--- config.mk ---
export PLATFORM = sky130hd
export DESIGN_NAME = grey_disp_flat
export DESIGN_NICKNAME = d
export VERILOG_FILES = /design/src/rtl/grey_pkg.sv /design/src/rtl/grey_disp_if.sv /design/src/rtl/grey_dig_sync.sv /design/src/rtl/grey_disp.sv /design/src/flat_wrapper.sv
export SDC_FILE = /design/constraint.sdc
export NUM_CORES = 1
export LEC_CHECK = 0
export CAP_MARGIN = 40
export CELL_PAD_IN_SITES_DETAIL_PLACEMENT = 1
export CELL_PAD_IN_SITES_GLOBAL_PLACEMENT = 1
export CORE_MARGIN = 2
export CORE_UTILIZATION = 43
export DETAILED_ROUTE_END_ITERATION = 10
export PLACE_DENSITY = 0.88
export SLEW_MARGIN = 20
export SYNTH_ARGS = -nofsm -noshare
export SYNTH_HDL_FRONTEND = slang
export SYNTH_SLANG_ARGS = --single-unit
export TNS_END_PERCENT = 5
--- constraint.sdc ---
create_clock -name i_clk -period 2.3 [get_ports i_clk]
set_input_delay 0.345 -clock i_clk [delete_from_list [all_inputs] [get_ports i_clk]]
set_output_delay 0.345 -clock i_clk [all_outputs]
set_load 0.005 [all_outputs]
--- src/rtl/grey_pkg.sv ---
// grey_pkg
// Shared constants for the grey-digit display path: the ten legal grey
// decade codes, the seven-segment patterns (bit0 = segment a, active-high),
// and the decode helpers used by grey_dig_sync and grey_disp.
package grey_pkg;

   localparam logic [4:0] GREY_0 = 5'b11000;
   localparam logic [4:0] GREY_1 = 5'b11001;
   localparam logic [4:0] GREY_2 = 5'b10001;
   localparam logic [4:0] GREY_3 = 5'b10011;
   localparam logic [4:0] GREY_4 = 5'b00011;
   localparam logic [4:0] GREY_5 = 5'b00111;
   localparam logic [4:0] GREY_6 = 5'b00110;
   localparam logic [4:0] GREY_7 = 5'b01110;
   localparam logic [4:0] GREY_8 = 5'b01100;
   localparam logic [4:0] GREY_9 = 5'b11100;

   localparam logic [6:0] SEG_0     = 7'h3F;
   localparam logic [6:0] SEG_1     = 7'h06;
   localparam logic [6:0] SEG_2     = 7'h5B;
   localparam logic [6:0] SEG_3     = 7'h4F;
   localparam logic [6:0] SEG_4     = 7'h66;
   localparam logic [6:0] SEG_5     = 7'h6D;
   localparam logic [6:0] SEG_6     = 7'h7D;
   localparam logic [6:0] SEG_7     = 7'h07;
   localparam logic [6:0] SEG_8     = 7'h7F;
   localparam logic [6:0] SEG_9     = 7'h6F;
   localparam logic [6:0] SEG_BLANK = 7'h00;

   // Returns {valid, bcd[3:0]}; valid = 0 for any code outside the table.
   function automatic logic [4:0] f_grey2bcd(input logic [4:0] code);
      logic [4:0] r;
      case (code)
         GREY_0:  r = {1'b1, 4'd0};
         GREY_1:  r = {1'b1, 4'd1};
         GREY_2:  r = {1'b1, 4'd2};
         GREY_3:  r = {1'b1, 4'd3};
         GREY_4:  r = {1'b1, 4'd4};
         GREY_5:  r = {1'b1, 4'd5};
         GREY_6:  r = {1'b1, 4'd6};
         GREY_7:  r = {1'b1, 4'd7};
         GREY_8:  r = {1'b1, 4'd8};
         GREY_9:  r = {1'b1, 4'd9};
         default: r = 5'b0_0000;
      endcase
      return r;
   endfunction

   function automatic logic [6:0] f_bcd2seg(input logic [3:0] bcd);
      logic [6:0] r;
      case (bcd)
         4'd0:    r = SEG_0;
         4'd1:    r = SEG_1;
         4'd2:    r = SEG_2;
         4'd3:    r = SEG_3;
         4'd4:    r = SEG_4;
         4'd5:    r = SEG_5;
         4'd6:    r = SEG_6;
         4'd7:    r = SEG_7;
         4'd8:    r = SEG_8;
         4'd9:    r = SEG_9;
         default: r = SEG_BLANK;
      endcase
      return r;
   endfunction

endpackage

--- src/rtl/grey_disp_if.sv ---
// grey_disp_if
// Bundles the grey-digit inputs, error clear and display outputs of grey_disp.
//   master : drives i_grey / i_err_clr, observes the display outputs
//   slave  : the grey_disp side
interface grey_disp_if #(
   parameter int pDIGITS = 4
);
   logic [5*pDIGITS-1:0] i_grey;
   logic                 i_err_clr;
   logic [4*pDIGITS-1:0] o_bcd;
   logic [6:0]           o_seg;
   logic                 o_dp;
   logic [pDIGITS-1:0]   o_an;
   logic                 o_err;

   modport master (
      output i_grey, i_err_clr,
      input  o_bcd, o_seg, o_dp, o_an, o_err
   );

   modport slave (
      input  i_grey, i_err_clr,
      output o_bcd, o_seg, o_dp, o_an, o_err
   );
endinterface

--- src/rtl/grey_dig_sync.sv ---
// grey_dig_sync
// One grey digit: two-flop synchroniser (s1, s2), compare stage s3, decode
// and the digit's BCD register. A code is only acted on once it has been
// seen identical in s2 and s3, so a code present for a single sampled cycle
// is neither decoded nor flagged.
//   i_clk, i_rst_n : clock, synchronous active-low reset
//   i_grey         : 5-bit grey code, possibly from another clock domain
//   o_bcd          : last stable legal digit value
//   o_err_set      : stable illegal code seen this cycle (combinational)
module grey_dig_sync
   import grey_pkg::*;
(
   input  logic       i_clk,
   input  logic       i_rst_n,
   input  logic [4:0] i_grey,
   output logic [3:0] o_bcd,
   output logic       o_err_set
);

   logic [4:0] s1, s2, s3;
   logic [4:0] dec;
   logic       stable;

   assign dec       = f_grey2bcd(s2);
   assign stable    = (s2 == s3);
   assign o_err_set = stable & ~dec[4];

   always_ff @(posedge i_clk) begin
      if (!i_rst_n) begin
         s1    <= GREY_0;
         s2    <= GREY_0;
         s3    <= GREY_0;
         o_bcd <= 4'd0;
      end else begin
         s1 <= i_grey;
         s2 <= s1;
         s3 <= s2;
         if (stable && dec[4]) begin
            o_bcd <= dec[3:0];
         end
      end
   end

endmodule

--- src/rtl/grey_disp.sv ---
// grey_disp
// Takes a chain of grey decade digits, decodes each to BCD and scans them
// onto a multiplexed 7-segment display with optional leading-zero blanking.
// A sticky error flag latches any stable illegal code.
//   i_clk, i_rst_n : clock, synchronous active-low reset
//   bus.i_grey     : pDIGITS x 5-bit grey codes, digit 0 in the LSBs
//   bus.i_err_clr  : clears o_err (a new error in the same cycle wins)
//   bus.o_bcd      : decoded digits, 4 bits each
//   bus.o_seg      : segments a..g for the selected digit
//   bus.o_dp       : error indicator on digit 0
//   bus.o_an       : one-hot digit select
//   bus.o_err      : sticky illegal-code flag
module grey_disp
   import grey_pkg::*;
#(
   parameter int pDIGITS   = 4,
   parameter int pSCAN_DIV = 1000,
   parameter int pBLANK    = 1
) (
   input  logic        i_clk,
   input  logic        i_rst_n,
   grey_disp_if.slave  bus
);

   localparam int IW = (pDIGITS > 1) ? $clog2(pDIGITS) : 1;
   localparam int PW = $clog2(pSCAN_DIV);
   localparam logic [IW-1:0] LAST_IDX = IW'(pDIGITS - 1);
   localparam logic [PW-1:0] LAST_CNT = PW'(pSCAN_DIV - 1);

   wire  [4*pDIGITS-1:0] bcd;
   wire  [pDIGITS-1:0]   err_set;

   logic                 err;
   logic [PW-1:0]        presc;
   logic [IW-1:0]        idx;
   logic [pDIGITS-1:0]   zero_from;
   logic [3:0]           cur_digit;
   logic                 blank;
   logic [6:0]           seg;
   logic [pDIGITS-1:0]   an;

   for (genvar k = 0; k < pDIGITS; k++) begin : g_dig
      grey_dig_sync u_dig (
         .i_clk     (i_clk),
         .i_rst_n   (i_rst_n),
         .i_grey    (bus.i_grey[5*k +: 5]),
         .o_bcd     (bcd[4*k +: 4]),
         .o_err_set (err_set[k])
      );
   end

   always_ff @(posedge i_clk) begin
      if (!i_rst_n) begin
         err   <= 1'b0;
         presc <= '0;
         idx   <= '0;
      end else begin
         err <= (|err_set) | (err & ~bus.i_err_clr);
         if (presc == LAST_CNT) begin
            presc <= '0;
            idx   <= (idx == LAST_IDX) ? '0 : idx + 1'b1;
         end else begin
            presc <= presc + 1'b1;
         end
      end
   end

   // zero_from[k]: digits k..pDIGITS-1 are all zero, i.e. digit k is a
   // leading zero.
   always_comb begin
      zero_from = '0;
      for (int k = 0; k < pDIGITS; k++) begin
         logic z;
         z = 1'b1;
         for (int j = k; j < pDIGITS; j++) begin
            if (bcd[4*j +: 4] != 4'd0) z = 1'b0;
         end
         zero_from[k] = z;
      end
   end

   always_comb begin
      cur_digit = bcd[4*int'(idx) +: 4];
      blank     = (pBLANK != 0) && (idx != '0) && zero_from[idx];
      seg       = blank ? SEG_BLANK : f_bcd2seg(cur_digit);
      an        = '0;
      an[idx]   = 1'b1;
   end

   assign bus.o_bcd = bcd;
   assign bus.o_seg = seg;
   assign bus.o_an  = an;
   assign bus.o_err = err;
   assign bus.o_dp  = err & (idx == '0);

endmodule

--- src/flat_wrapper.sv ---
// flat-port wrapper written by rule: the top's interface ports become plain ports
module grey_disp_flat import grey_pkg::*;
#(
   parameter int pDIGITS   = 4,
   parameter int pSCAN_DIV = 1000,
   parameter int pBLANK    = 1
)
  (i_clk, i_rst_n, bus_i_grey, bus_i_err_clr, bus_o_bcd, bus_o_seg, bus_o_dp, bus_o_an, bus_o_err);
  grey_disp_if #(.pDIGITS(pDIGITS)) bus_i ();
  input  logic i_clk;
  input  logic i_rst_n;
  input wire logic [$bits(bus_i.i_grey)-1:0] bus_i_grey;
  input wire logic [$bits(bus_i.i_err_clr)-1:0] bus_i_err_clr;
  output wire logic [$bits(bus_i.o_bcd)-1:0] bus_o_bcd;
  output wire logic [$bits(bus_i.o_seg)-1:0] bus_o_seg;
  output wire logic [$bits(bus_i.o_dp)-1:0] bus_o_dp;
  output wire logic [$bits(bus_i.o_an)-1:0] bus_o_an;
  output wire logic [$bits(bus_i.o_err)-1:0] bus_o_err;
  assign bus_i.i_grey = bus_i_grey;
  assign bus_i.i_err_clr = bus_i_err_clr;
  assign bus_o_bcd = bus_i.o_bcd;
  assign bus_o_seg = bus_i.o_seg;
  assign bus_o_dp = bus_i.o_dp;
  assign bus_o_an = bus_i.o_an;
  assign bus_o_err = bus_i.o_err;
  grey_disp #(.pDIGITS(pDIGITS), .pSCAN_DIV(pSCAN_DIV), .pBLANK(pBLANK)) u_core (.i_clk(i_clk), .i_rst_n(i_rst_n), .bus(bus_i));
endmodule
Word level (Yosys, flattened, before mapping)
Memory sizes are Yosys's and may differ from the RTL's. A register that Yosys moved wholly into a read port is not among the register bits.
Cells that the tools add are included.
W data, S select, Z words.
- register bits: 89
- latch bits: 0
- RAM bits: 0
- bits in read-only memories: 752
- input bits: 23
- output and inout port bits: 29
- logic and storage cells: 82
- memories: 5
- memories (memory ; depth ; bits a word ; read ports ; clocked after Yosys merged registers in ; wr ports ; RTL line ; text):
    (no name shown) ; 32 ; 5 ; 1 ; 1 ; 0 ; grey_pkg.sv:33 ; case (code)
    (no name shown) ; 32 ; 5 ; 1 ; 1 ; 0 ; grey_pkg.sv:33 ;
    (no name shown) ; 32 ; 5 ; 1 ; 1 ; 0 ; grey_pkg.sv:33 ;
    (no name shown) ; 32 ; 5 ; 1 ; 1 ; 0 ; grey_pkg.sv:33 ;
    (no name shown) ; 16 ; 7 ; 1 ; 0 ; 0 ; grey_pkg.sv:51 ; case (bcd)
- add/sub/neg operators: 2
- multipliers: 0
- divide/modulo/power cells: 0
- magnitude comparators: 2
- eq/ne operators: 6
- shift-type cells: 1
- multiplexer cells: 20
- bitwise gates (word level): 13
- reductions and logical operators: 14
- operators with widths (kind ; number):
    $eq A5 B5 Y1 ; 4
    $mux W5 ; 4
    $reduce_bool A4 Y1 ; 4
    $shiftx A16 B5 Y4 ; 1
    $mux W1 ; 12
    $add A10 B1 Y10 const B ; 1
    $eq A10 B10 Y1 const B ; 1
    $mux W7 ; 1
    $and A1 B1 Y1 ; 6
    $logic_and A1 B1 Y1 ; 6
    $not A1 Y1 ; 6
    $reduce_or A4 Y1 ; 1
    $lt A2 B3 Y1 const B ; 1
    $add A2 B1 Y2 const B ; 1
    $bmux W1 S2 ; 1
    $demux W1 S2 ; 1
    $eq A2 B2 Y1 const B ; 1
    $ge A2 B1 Y1 const B ; 1
    $logic_not A2 Y1 ; 1
    $mux W2 ; 1
    $reduce_bool A2 Y1 ; 1
    $reduce_or A2 Y1 ; 1
    $or A1 B1 Y1 ; 1

Depth between registers and ports, before layout
Gate-level depths: netlist (run 1).
- word-level depth: 9
- depth in mapped cells: 7
- mapped depth without buffers: 6

Hierarchy
A second synthesis (run 1) with hierarchy kept.
- cells, all modules: 460
- area total of the unflattened synthesis: 4518.1 um^2
- modules (own cells, without submodules) (module ; instances ; cells each ; area an instance (um^2) ; sequential area each (um^2)):
    grey_dig_sync at u_core.g_dig[1].u_dig ... ; 3 ; 87 ; 883.3 ; 480.5
    grey_disp ; 1 ; 112 ; 982.2 ; 260.2
    grey_dig_sync at u_core.g_dig[0].u_dig ; 1 ; 87 ; 885.8 ; 480.5

Least setup slack after synthesis (run 1)
OpenSTA, ideal clock, no wires.
- kind: flip-flop to output port
- start: reg u_core.idx[1]
- end: out bus_o_seg[1]
- arrival time: 1879 ps
- required time: 1955 ps
- slack: 76 ps
- stages on the path, launching flop included: 7
- path buffers: 1
- cells stage by stage: dfxtp_1 clkbuf_1 inv_1 ha_1 or4_1 a2111oi_4 nor2_1
- word-level cells in the longest chain between the ends: 4
- elaborated cells between the ends (all ways): 7
- those cells by class: shift (1); mux (3); reduce/logical (2); memory (1)
- RTL lines (what ; RTL line ; text):
    start, declared ; grey_disp.sv:35 ; logic [IW-1:0] idx;
    start signal, assigned ; grey_disp.sv:61 ; idx <= (idx == LAST_IDX) ? '0 : idx + 1'b1;
    branches (longest 3 deep; another with $mem_v2 Z16 W7) ; - ;
    $mux W7 * ; grey_disp.sv:85 ; seg = blank ? SEG_BLANK : f_bcd2seg(cur_digit);
    end, declared ; flat_wrapper.sv:15 ; output wire logic [$bits(bus_i.o_seg)-1:0] bus_o_seg;
Mark *: on every way between the ends. The select of a mux whose other input is x is not followed.

Worst setup path in the final report (run 1)
- start: reg u_core.idx[0]
- end: out bus_o_seg[5]
Same word-level chain as after synthesis.

==> impl_metrics.env, run 1 <==
export IMPL_path_buf_inv=3
export IMPL_leakagePower_nw=2.27
export IMPL_r2r_end="u_core.idx[0]"
export IMPL_end_kind="output pin"
export IMPL_start_util_pct=43.8
export IMPL_vias=3513
export IMPL_whs_path_depth=2
export IMPL_fp_dieW_um=106
export IMPL_num_antenna_cells=0
export IMPL_ios=52
export IMPL_route_detailed_drc=0
export IMPL_crit_path_start_kind="flip-flop"
export IMPL_core_area_sq_mm=0.0102
export IMPL_synthToLayoutAreaGrowth_pct=25.1
export IMPL_final_net_count=578
export IMPL_cts_tree="built"
export IMPL_clk_latency_ns=0.37
export IMPL_syn_num_nets=496
export IMPL_worstPathArrival_ns=2.28
export IMPL_postSynthCellCount=463
export IMPL_total_power_mw=3.54
export IMPL_gp_congestion=0.857
export IMPL_drive_gt1_share_pct=15.3
export IMPL_routed_wl_um=11200
export IMPL_die_y_um=106
export IMPL_timing_final_crit_share_pct=114
export IMPL_place_hpwl_um=7770
export IMPL_slew_viol_final=0
export IMPL_finalHoldViolCount=0
export IMPL_crit_chain="buf_6, mux4_2, or3b_4, buf_6, o21a_1, nor2_2, buf_2"
export IMPL_max_cap_violations=0
export IMPL_yosysWarnings=0
export IMPL_synth_area_sq_mm=0.00448
export IMPL_avgSynthCellArea_sq_um=9.67
export IMPL_antenna_left=0
export IMPL_cp_common_cell="buf_6"
export IMPL_grt_pass1_wl_um=18400
export IMPL_finalSetupViolations=7
export IMPL_cts_root_buffer="clkbuf_8"
export IMPL_finalCriticalPeriod_ns=2.62
export IMPL_htree_levels=3
export IMPL_seq_area_frac_synth_pct=48.7
export IMPL_grt_max_degree=29
export IMPL_clock_sinks=109
export IMPL_grt_overflow_total=0
export IMPL_r2r_start="u_core.presc[0]"
export IMPL_path_delay_family="multiplexers"
export IMPL_required_ns=1.96
export IMPL_slew_headroom_pct=69.7
export IMPL_grt_antenna_before_repair=0
export IMPL_io_buffers=51
export IMPL_grt_pass1_vias=3737
export IMPL_vias_per_cell=5.12
export IMPL_yosys_top_cells_area="dfxtp_1 (49%), xnor2_1 (5.5%), and2_1 (5.3%), nand2b_1 (4.1%), a21oi_1 (3.9%)"
export IMPL_synth_area_leader_cell="dfxtp_1"
export IMPL_hold_buffers=0
export IMPL_die_area_sq_mm=0.0112
export IMPL_fin_ws_ns=-0.323
export IMPL_worstRegToRegCells=5
export IMPL_synth_cell_types=42
export IMPL_rsz0062_at_grt="yes"
export IMPL_violations="negative setup slack"
export IMPL_synth_seq_cells=109
export IMPL_dr_pass1_iters=4
export IMPL_track_usage_pct=20.6
export IMPL_clockBufferDepth=2
export IMPL_crit_type="flip-flop to output pin"
export IMPL_holdWs_ns=0.385
export IMPL_hp_start="i_rst_n"
export IMPL_max_stage_delay_ns=0.57
export IMPL_rows=37
export IMPL_critPathSlowestCell="mux4_2"
export IMPL_drt_iter0_drc=112
export IMPL_worst_slew_pin_slew_ns=0.455
export IMPL_clock_fmax_ghz=0.381
export IMPL_hold_path_class="primary input to flip-flop"
export IMPL_power_density_mw_per_mm2=633
export IMPL_clk_pin_slew_ns=0.10
export IMPL_regToRegSetupSlack_ns=0.60
export IMPL_cp_max_fo=4
export IMPL_hold_path_end="u_core.g_dig[2].u_dig.s2[4]"
export IMPL_finClkSkew_ns=0.00899
export IMPL_status="complete, but fails checks"
export IMPL_peakVddDrop_mv=0.380
export IMPL_cts_buffers=9
export IMPL_wl_per_cell_um=16.3
export IMPL_synth_top_area_share_pct=48.7
export IMPL_post_place_ws_ns=-0.406
worst max path at each step:
stage	start	cells after the start	slack, ns	to
5_1_grt	u_core.idx[0]	7	-0.43	bus_o_seg[5]
6_report	u_core.idx[0]	7	-0.32	bus_o_seg[5]
4_1_cts	u_core.idx[0]	7	-0.32	bus_o_seg[5]
2_1_floorplan	u_core.idx[1]	6	0.08	bus_o_seg[1]
3_5_place_dp	u_core.idx[0]	8	-0.41	bus_o_seg[1]
3_3_place_gp	u_core.idx[0]	8	-0.25	bus_o_seg[1]
power by group:
part / internal, mW / switching (mW)
Combinational: 0.173 / 0.165
Clock: 0.521 / 0.661
Sequential: 1.95 / 0.0706
Total: 2.65 / 0.896
placed cells by master, fill, tap and decap left out, types with 7 or more instances in the layout:
cell,count
a21oi_1,34
and2_1,38
and3_1,10
and4b_1,7
buf_2,7
buf_4,39
clkbuf_8,9
clkdlybuf4s50_1,43
dfxtp_1,107
ha_1,8
inv_1,9
mux2i_1,7
nand2_1,11
nand2b_1,29
nand3_1,29
nor2_1,25
nor3b_1,12
o21ai_0,24
xnor2_1,28
xor2_1,8
cell usage after synthesis, drive strengths merged:
cell type and count:
nor2 26, a21oi 35, nand3b 1, a31oi 4
mux2i 7, o41a 1, nor3b 12, nand4 2
nor4 4, buf 2, nor2b 5, o211ai 1
and3 10, a2111oi 1, and2 39, or2b 1
ha 10, o211a 4, o22ai 4, inv 11
o21a 2, a21o 3, or3b 1, and4b 7
mux4 4, or4 1, nor3 2, clkbuf 19
xnor2 28, nand2b 29, nand3 29, dfxtp 109
or2 1, clkinv 1, xor2 8, nand2 11
a41o 1, o21ai 26, and4 1
flip-flops by register name, indices dropped and copies added (netlist names):
| signal | count |
|---|---|
| u_core.bus.o_err | 1 |
| u_core.g_dig.u_dig.s1 | 20 |
| u_core.presc | 10 |
| u_core.idx | 2 |
| u_core.g_dig.u_dig.s3 | 20 |
| u_core.g_dig.u_dig.s2 | 20 |
| u_core.g_dig.u_dig.o_bcd | 16 |
| u_core.g_dig.u_dig.dec | 20 |
per-layer routing:
metal | share of wire (%) | track usage [%] | vias to the layer above | routed length (um)
met5 | 0 | 0 | - | 0
met1 | 43 | 23.9 | 1701 | 4840
met2 | 53 | 38.2 | 60 | 5930
met4 | 0.81 | 5.83 | 0 | 91
li1 | - | - | 1744 | -
met3 | 2.7 | 4.17 | 8 | 305
repair_timing:
| action | in CTS | in global routing |
|---|---|---|
| endpoints found under the setup margin | 7 | 7 |
| buffers inserted | 7 | 0 |
| pin swaps | 3 | 1 |
| cloned | 0 | 0 |
| gates resized for setup | 45 | 1 |
logic make-up (layout without fill, tap and decap cells):
family | count (synthesis) | in the layout | share of synthesized area, %
buffers and inverters | 33 | 120 | 3.10
AO/OA/AOI/OAI | 82 | 82 | 10.9
XOR/XNOR | 36 | 36 | 7.04
AND/OR/NAND/NOR | 182 | 182 | 23.8
flip-flops | 109 | 109 | 48.7
multiplexers | 11 | 11 | 3.66
adder cells (fa/ha/maj) | 10 | 10 | 2.79
through the flow:
step | utilization, % | area, sq um | cells | setup TNS [ns]
after floorplan | - | 4480 | 463 | 0
after global placement | 52.0 | 5320 | 663 | -1.58
after detailed placement | 52.0 | 5320 | 663 | -2.38
after CTS | 54.8 | 5600 | 686 | -1.81
after global routing | 54.8 | 5600 | 686 | -2.54
final | 54.8 | 5600 | 686 | -1.81
cell type report:
type                       instances  area (sq um)
tap                              136           170
clock inverter                     7          81.3
clock buffer                       9           124
multi-input combinational        321          2200
fill                            1200          4630
inverter                          12          50.0
timing repair buffer              92           792
sequential                       109          2180
No activity file was read; power rests on OpenSTA's default activity.
==> run 2, diff against run 1 <==
--- a/constraint.sdc
+++ b/constraint.sdc
@@ -3,2 +3,2 @@
 set_output_delay 0.345 -clock i_clk [all_outputs]
-set_load 0.005 [all_outputs]
+set_load 0.02 [all_outputs]
==> run 2 against run 1 <==
Effect of this change:
- the run still ends with negative setup slack left
- clock power fell by 12%
- worst hold slack got worse by 0.060 ns
- worst setup slack improved by 0.0073 ns
- final cell count fell by 1.2%
- combinational power rose by 6.8%
- sequential cell count did not move
- fmax rose by 0.28%
- non-clock buffer count fell by 8
- sequential power barely moved
- first-iteration DRC count fell by 13%
- count of clock-buffer cells in the layout rose by 3
- global-route usage rose by 0.78 points
- critical path type unchanged
==> impl_metrics.env, run 2 (same netlist as run 1, synthesis figures left out) <==
export IMPL_stdcell_count=678
export IMPL_max_cap_violations=0
export IMPL_cts_root_buffer="clkbuf_8"
export IMPL_hp_start="i_rst_n"
export IMPL_slew_viol_final=0
export IMPL_grt_antenna_before_repair=0
export IMPL_synthToLayoutAreaGrowth_pct=23.5
export IMPL_r2r_start="u_core.presc[0]"
export IMPL_grt_pass1_wl_um=19000
export IMPL_status="complete, but fails checks"
export IMPL_multi_input_area_sq_mm=0.00220
export IMPL_num_antenna_cells=0
export IMPL_required_ns=1.96
export IMPL_total_power_mw=3.43
export IMPL_hold_buffers=0
export IMPL_final_net_count=570
export IMPL_core_area_sq_mm=0.0102
export IMPL_leakagePower_nw=2.26
export IMPL_track_usage_pct=21.4
export IMPL_die_area_sq_mm=0.0112
export IMPL_hold_path_class="primary input to flip-flop"
export IMPL_fin_tns_setup_ns=-1.77
export IMPL_n_fill_cell=1159
export IMPL_mostFrequentLayoutCell="dfxtp_1"
export IMPL_routed_wl_um=11300
export IMPL_seq_area_sq_mm=0.00218
export IMPL_hold_path_end="u_core.g_dig[3].u_dig.s1[4]"
export IMPL_place_hpwl_um=8040
export IMPL_placed_cells=660
export IMPL_finalHoldViolCount=0
export IMPL_fp_dieW_um=106
export IMPL_r2r_end="u_core.idx[0]"
export IMPL_dr_pass1_iters=4
export IMPL_die_y_um=106
export IMPL_layout_common_cells="dfxtp_1 (107), clkdlybuf4s50_1 (40), and2_1 (38), buf_4 (36), a21oi_1 (32)"
export IMPL_finalCriticalPeriod_ns=2.62
export IMPL_clk_pin_slew_ns=0.10
export IMPL_grt_pass1_vias=3843
export IMPL_cp_max_fo=4
export IMPL_whs_path_depth=2
export IMPL_fin_ws_ns=-0.316
export IMPL_ios=52
export IMPL_crit_type="flip-flop to output pin"
export IMPL_drive_gt1_share_pct=14.0
export IMPL_gp_congestion=0.828
export IMPL_worstPathArrival_ns=2.27
export IMPL_drt_iter0_drc=97
export IMPL_finalSetupViolations=7
export IMPL_htree_levels=3
export IMPL_io_buffers=51
export IMPL_rsz0062_at_grt="yes"
export IMPL_antenna_left=0
export IMPL_vias=3532
export IMPL_power_density_mw_per_mm2=620
export IMPL_clock_sinks=109
export IMPL_worst_slew_pin_slew_ns=0.381
export IMPL_grt_max_degree=30
export IMPL_start_util_pct=43.8
export IMPL_regToRegSetupSlack_ns=0.65
export IMPL_wl_per_cell_um=16.7
export IMPL_slew_headroom_pct=74.3
export IMPL_vias_per_cell=5.21
export IMPL_worstRegToRegCells=5
export IMPL_timing_final_crit_share_pct=114
export IMPL_crit_path_start_kind="flip-flop"
export IMPL_clk_latency_ns=0.37
export IMPL_cts_tree="built"
export IMPL_clock_fmax_ghz=0.382
export IMPL_post_place_ws_ns=-0.461
export IMPL_route_detailed_drc=0
export IMPL_cts_buffers=9
export IMPL_violations="negative setup slack"
export IMPL_clockBufferDepth=2
export IMPL_end_kind="output pin"
export IMPL_grt_overflow_total=0
export IMPL_peakVddDrop_mv=0.296
export IMPL_rows=37
export IMPL_finClkSkew_ns=0.0105
run 2: cell count changes in the layout (fill, tap and decap cells not counted), moves of 2 or more:
cell	previous run	this run
inv_6	2	0
a21oi_2	1	3
ha_1	8	6
a21oi_1	34	32
buf_4	39	36
buf_2	7	2
dlymetal6s2s_1	0	3
clkinv_2	1	3
clkbuf_1	0	2
ha_2	1	3
clkdlybuf4s50_1	43	40
run 2: area by class of cell:
type / count / area share [%]
clock inverter: 4 / 0.430
tap: 136 / 3.08
multi-input combinational: 321 / 39.7
timing repair buffer: 84 / 13.8
sequential: 109 / 39.5
clock buffer: 12 / 2.63
inverter: 12 / 0.860
run 2: stage by stage:
step	utilization [%]	cell area (sq um)	hold slack [ns]
after global placement	51.9	5310	0.436
after detailed placement	51.9	5310	0.444
after CTS	53.7	5500	0.316
after global routing	54.0	5530	0.322
final	54.0	5530	0.325
after floorplan	-	4480	0.418
run 2: per-layer routing:
layer | GRT usage, % | vias to the layer above | share of wire, %
li1 | - | 1728 | -
met1 | 24.4 | 1707 | 43
met2 | 37.9 | 70 | 50
met3 | 5.70 | 27 | 3.4
met4 | 8.83 | 0 | 3.0
met5 | 0 | - | 0
run 2: worst max path at each step:
stage | start | endpoint | slack (ns) | cells after the start
global route | u_core.idx[0] | bus_o_seg[5] | -0.41 | 8
global placement | u_core.idx[0] | bus_o_seg[0] | -0.34 | 6
floorplan | u_core.idx[0] | bus_o_seg[0] | -0.07 | 6
detailed placement | u_core.idx[0] | bus_o_seg[5] | -0.46 | 8
finish | u_core.idx[0] | bus_o_seg[2] | -0.32 | 7
CTS | u_core.idx[0] | bus_o_seg[0] | -0.30 | 8
run 2: report_power, final:
| part | switching, mW | leakage [nW] | internal [mW] |
|---|---|---|---|
| Clock | 0.620 | 0.0901 | 0.422 |
| Combinational | 0.188 | 1.28 | 0.174 |
| Sequential | 0.0696 | 0.893 | 1.95 |
run 2: worst max-delay path: stages (launching register included):
cell and delay [ns]:
dfxtp_2 0.36, buf_6 0.12, mux4_2 0.58, buf_4 0.17, ha_1 0.19, a21o_1 0.17, a21oi_1 0.14, buf_4 0.16
run 2: what timing repair did:
| action | 4_1_cts | 5_1_grt |
|---|---|---|
| endpoints found under the setup margin | 8 | 10 |
| setup buffers | 1 | 1 |
| pin swaps | 3 | 2 |
| resized for setup | 48 | 9 |
==> run 3, diff against run 2 <==
CTS_CLUSTER_DIAMETER = 200   (was unset)
SYNTH_HIERARCHICAL = 1   (was unset)
clock period = 2.49 ns   (was 2.3 ns; I/O delays follow)
==> run 3 against run 2 <==
Effect of this change:
- the run still ends with negative setup slack left
- combinational power down 11%
- register-to-register slack better by 0.05 ns
- clock skew grew 0.0086 ns
- critical path type unchanged
- critical endpoint is now bus_o_seg[5]
- largest cell class unchanged
==> impl_metrics.env, run 3 <==
export IMPL_n_fill_cell=1169
export IMPL_cts_tree="built"
export IMPL_placed_cells=660
export IMPL_wl_met1_um=4540
export IMPL_met2_length_um=5340
export IMPL_synth_area_sq_mm=0.00452
export IMPL_p_int_mw=2.39
export IMPL_cp_max_fo=6
export IMPL_yosys_top_cells_area="dfxtp_1 (48%), and2_1 (5.7%), mux2i_1 (4.9%), nand2_1 (4.5%), nand2b_1 (3.3%)"
export IMPL_antenna_left=0
export IMPL_ys_top_cells_by_count="dfxtp_1 (109), nand2_1 (54), and2_1 (41), nor2_1 (29), nand2b_1 (24)"
export IMPL_start_util_pct=44.0
export IMPL_clock_sinks=109
export IMPL_switchingPower_uw=801
export IMPL_timing_final_crit_share_pct=100
export IMPL_slew_viol_final=0
export IMPL_path_buf_inv=3
export IMPL_routed_wl_met3_um=299
export IMPL_clock_fmax_ghz=0.401
export IMPL_wl_per_cell_um=15.3
export IMPL_grt_pass1_wl_um=18000
export IMPL_synth_area_leader_cell="dfxtp_1"
export IMPL_yosysWarnings=6
export IMPL_fp_dieW_um=107
export IMPL_grt_overflow_total=0
export IMPL_die_area_sq_mm=0.0113
export IMPL_hold_buffers=0
export IMPL_synth_compound_area_share_pct=8.06
export IMPL_avgSynthCellArea_sq_um=9.82
export IMPL_synth_simple_area_share_pct=24.9
export IMPL_clk_pin_slew_ns=0.09
export IMPL_grt_pass1_vias=3703
export IMPL_synth_top_family_by_area="simple AND/OR/NAND/NOR gates"
export IMPL_top_layer="met4"
export IMPL_routed_wl_um=10400
export IMPL_layout_common_cells="dfxtp_1 (107), nand2_1 (54), clkdlybuf4s50_1 (43), and2_1 (41), buf_4 (30)"
export IMPL_crit_path_start_kind="flip-flop"
export IMPL_violations="negative setup slack"
export IMPL_cp_common_cell="buf_4"
export IMPL_grt_max_degree=94
export IMPL_synth_flop_cell="dfxtp_1"
export IMPL_finalCriticalPeriod_ns=2.49
export IMPL_path_delay_family="simple AND/OR/NAND/NOR gates"
export IMPL_drt_iter0_drc=125
export IMPL_switching_share_pct=25.1
export IMPL_vias=3381
export IMPL_place_hpwl_um=7290
export IMPL_max_cap_violations=0
export IMPL_gp_congestion=0.839
export IMPL_num_antenna_cells=0
export IMPL_finClkSkew_ns=0.0192
export IMPL_postSynthCellCount=460
export IMPL_ios=52
export IMPL_required_ns=2.12
export IMPL_synth_top_area_share_pct=48.3
export IMPL_synthAdderAreaFrac_pct=2.77
export IMPL_synth_cell_types=46
export IMPL_cts_root_buffer="clkbuf_8"
export IMPL_p_clk_share_pct=31.5
export IMPL_p_comb_share_pct=10.1
export IMPL_fin_ws_ns=-0.00394
export IMPL_critPathSlowestCell="or4_4"
export IMPL_htree_levels=3
export IMPL_power_density_mw_per_mm2=571
export IMPL_end_kind="output pin"
export IMPL_dr_pass1_iters=4
export IMPL_synth_seq_cells=109
export IMPL_worst_slew_pin_slew_ns=0.409
export IMPL_synth_xor_xnor_area_share_pct=5.82
export IMPL_hold_path_class="primary input to flip-flop"
export IMPL_crit_type="flip-flop to output pin"
export IMPL_worstPathArrival_ns=2.12
export IMPL_leakagePower_nw=2.29
export IMPL_peakVddDrop_mv=0.253
export IMPL_vias_per_cell=4.99
export IMPL_max_stage_delay_ns=0.44
export IMPL_core_area_sq_mm=0.0103
export IMPL_synthToLayoutAreaGrowth_pct=23.9
export IMPL_io_buffers=51
export IMPL_syn_num_nets=493
export IMPL_rows=37
export IMPL_stdcell_count=677
export IMPL_clk_latency_ns=0.37
export IMPL_post_cts_buffers=0
export IMPL_seq_area_frac_synth_pct=48.3
export IMPL_cts_buffers=9
export IMPL_synth_mux_area_share_pct=7.12
export IMPL_track_usage_pct=20.0
export IMPL_status="complete, but fails checks"
export IMPL_finalHoldViolCount=0
export IMPL_slew_headroom_pct=72.5
export IMPL_p_seq_share_pct=58.4
export IMPL_grt_antenna_before_repair=0
export IMPL_die_y_um=107
export IMPL_finalSetupViolations=2
export IMPL_crit_chain="inv_2, ha_2, or4_4, a2111oi_4, buf_4, nor2_1, buf_4"
export IMPL_fin_tns_setup_ns=-0.00614
export IMPL_mostFrequentLayoutCell="dfxtp_1"
export IMPL_clockBufferDepth=2
export IMPL_synth_edf_count=0
export IMPL_synthArstFlopShare_pct=0
export IMPL_rsz0062_at_grt="yes"
export IMPL_final_net_count=569
export IMPL_drive_gt1_share_pct=16.1
export IMPL_yosysMostFrequentCell="dfxtp_1"
export IMPL_route_detailed_drc=0
run 3: cell types whose count changed in the layout (fill, tap and decap cells not counted), sizes merged, moves of 8 or more:
cell,before,now
a21oi,35,13
xnor2,28,15
o21ai,26,12
mux2i,7,22
nand2,11,54
nor3b,12,4
nor2b,5,18
nand3,29,6
run 3: layer usage:
metal / global-route usage [%] / vias to the layer above
met3: 3.13 / 15
met5: 0 / -
met4: 8.16 / 0
met1: 23.4 / 1629
li1: - / 1682
met2: 36.3 / 55
run 3: cells by family after synthesis:
family,after synthesis
adders and majority gates,10
xor gates and xnor gates,30
buffers and inverters,29
AOI/OAI and AO/OA,49
and+or+nand+nor,206
DFF,109
muxes,27
run 3: power by group through the flow:
stage,Sequential [mW],Combinational [mW],Clock (mW)
after detailed placement,1.90,0.322,0
after floorplan,1.89,0.216,0
after global placement,1.90,0.307,0
final,1.86,0.323,1.01
after global routing,1.88,0.358,1.10
after CTS,1.86,0.326,1.03
run 3: final cells by class:
cell class,count,area [sq um],share of cell area [%]
clock inverter,5,35.0,0.626
inverter,13,48.8,0.872
clock buffer,11,151,2.70
tap,136,170,3.04
sequential,109,2190,39.1
multi-input combinational,323,2280,40.6
timing repair buffer,80,731,13.1
run 3: stage by stage:
step | utilization (%) | instance area [sq um] | hold slack (ns) | setup slack [ns] | power (mW)
2_1_floorplan | - | 4520 | 0.418 | 0.105 | 2.11
3_3_place_gp | 51.9 | 5330 | 0.422 | -0.142 | 2.21
6_report | 54.5 | 5600 | 0.370 | -0.00394 | 3.20
4_1_cts | 54.2 | 5570 | 0.364 | -0.0150 | 3.22
5_1_grt | 54.5 | 5600 | 0.392 | -0.137 | 3.34
3_5_place_dp | 51.9 | 5330 | 0.439 | -0.258 | 2.23
run 3: timing repair:
action                                  4_1_cts  5_1_grt
endpoints found under the setup margin        7        7
pin swaps                                     3        1
gates cloned                                  1        0
gates resized for setup                      52       11
run 3: worst paths after layout:
check / start / endpoint / slack, ns / cells past startpoint
hold / removal: i_rst_n / u_core/g_dig[1].u_dig/s1[3] / 0.37 / 2
setup / recovery: u_core/idx[0] / bus_o_seg[5] / -0.004 / 7
setup reg to reg: u_core/presc[0] / u_core/idx[0] / 0.70 / 5
hold reg to reg: u_core/g_dig[0].u_dig/dec[3] / u_core/g_dig[0].u_dig/o_bcd[3] / 0.45 / 2
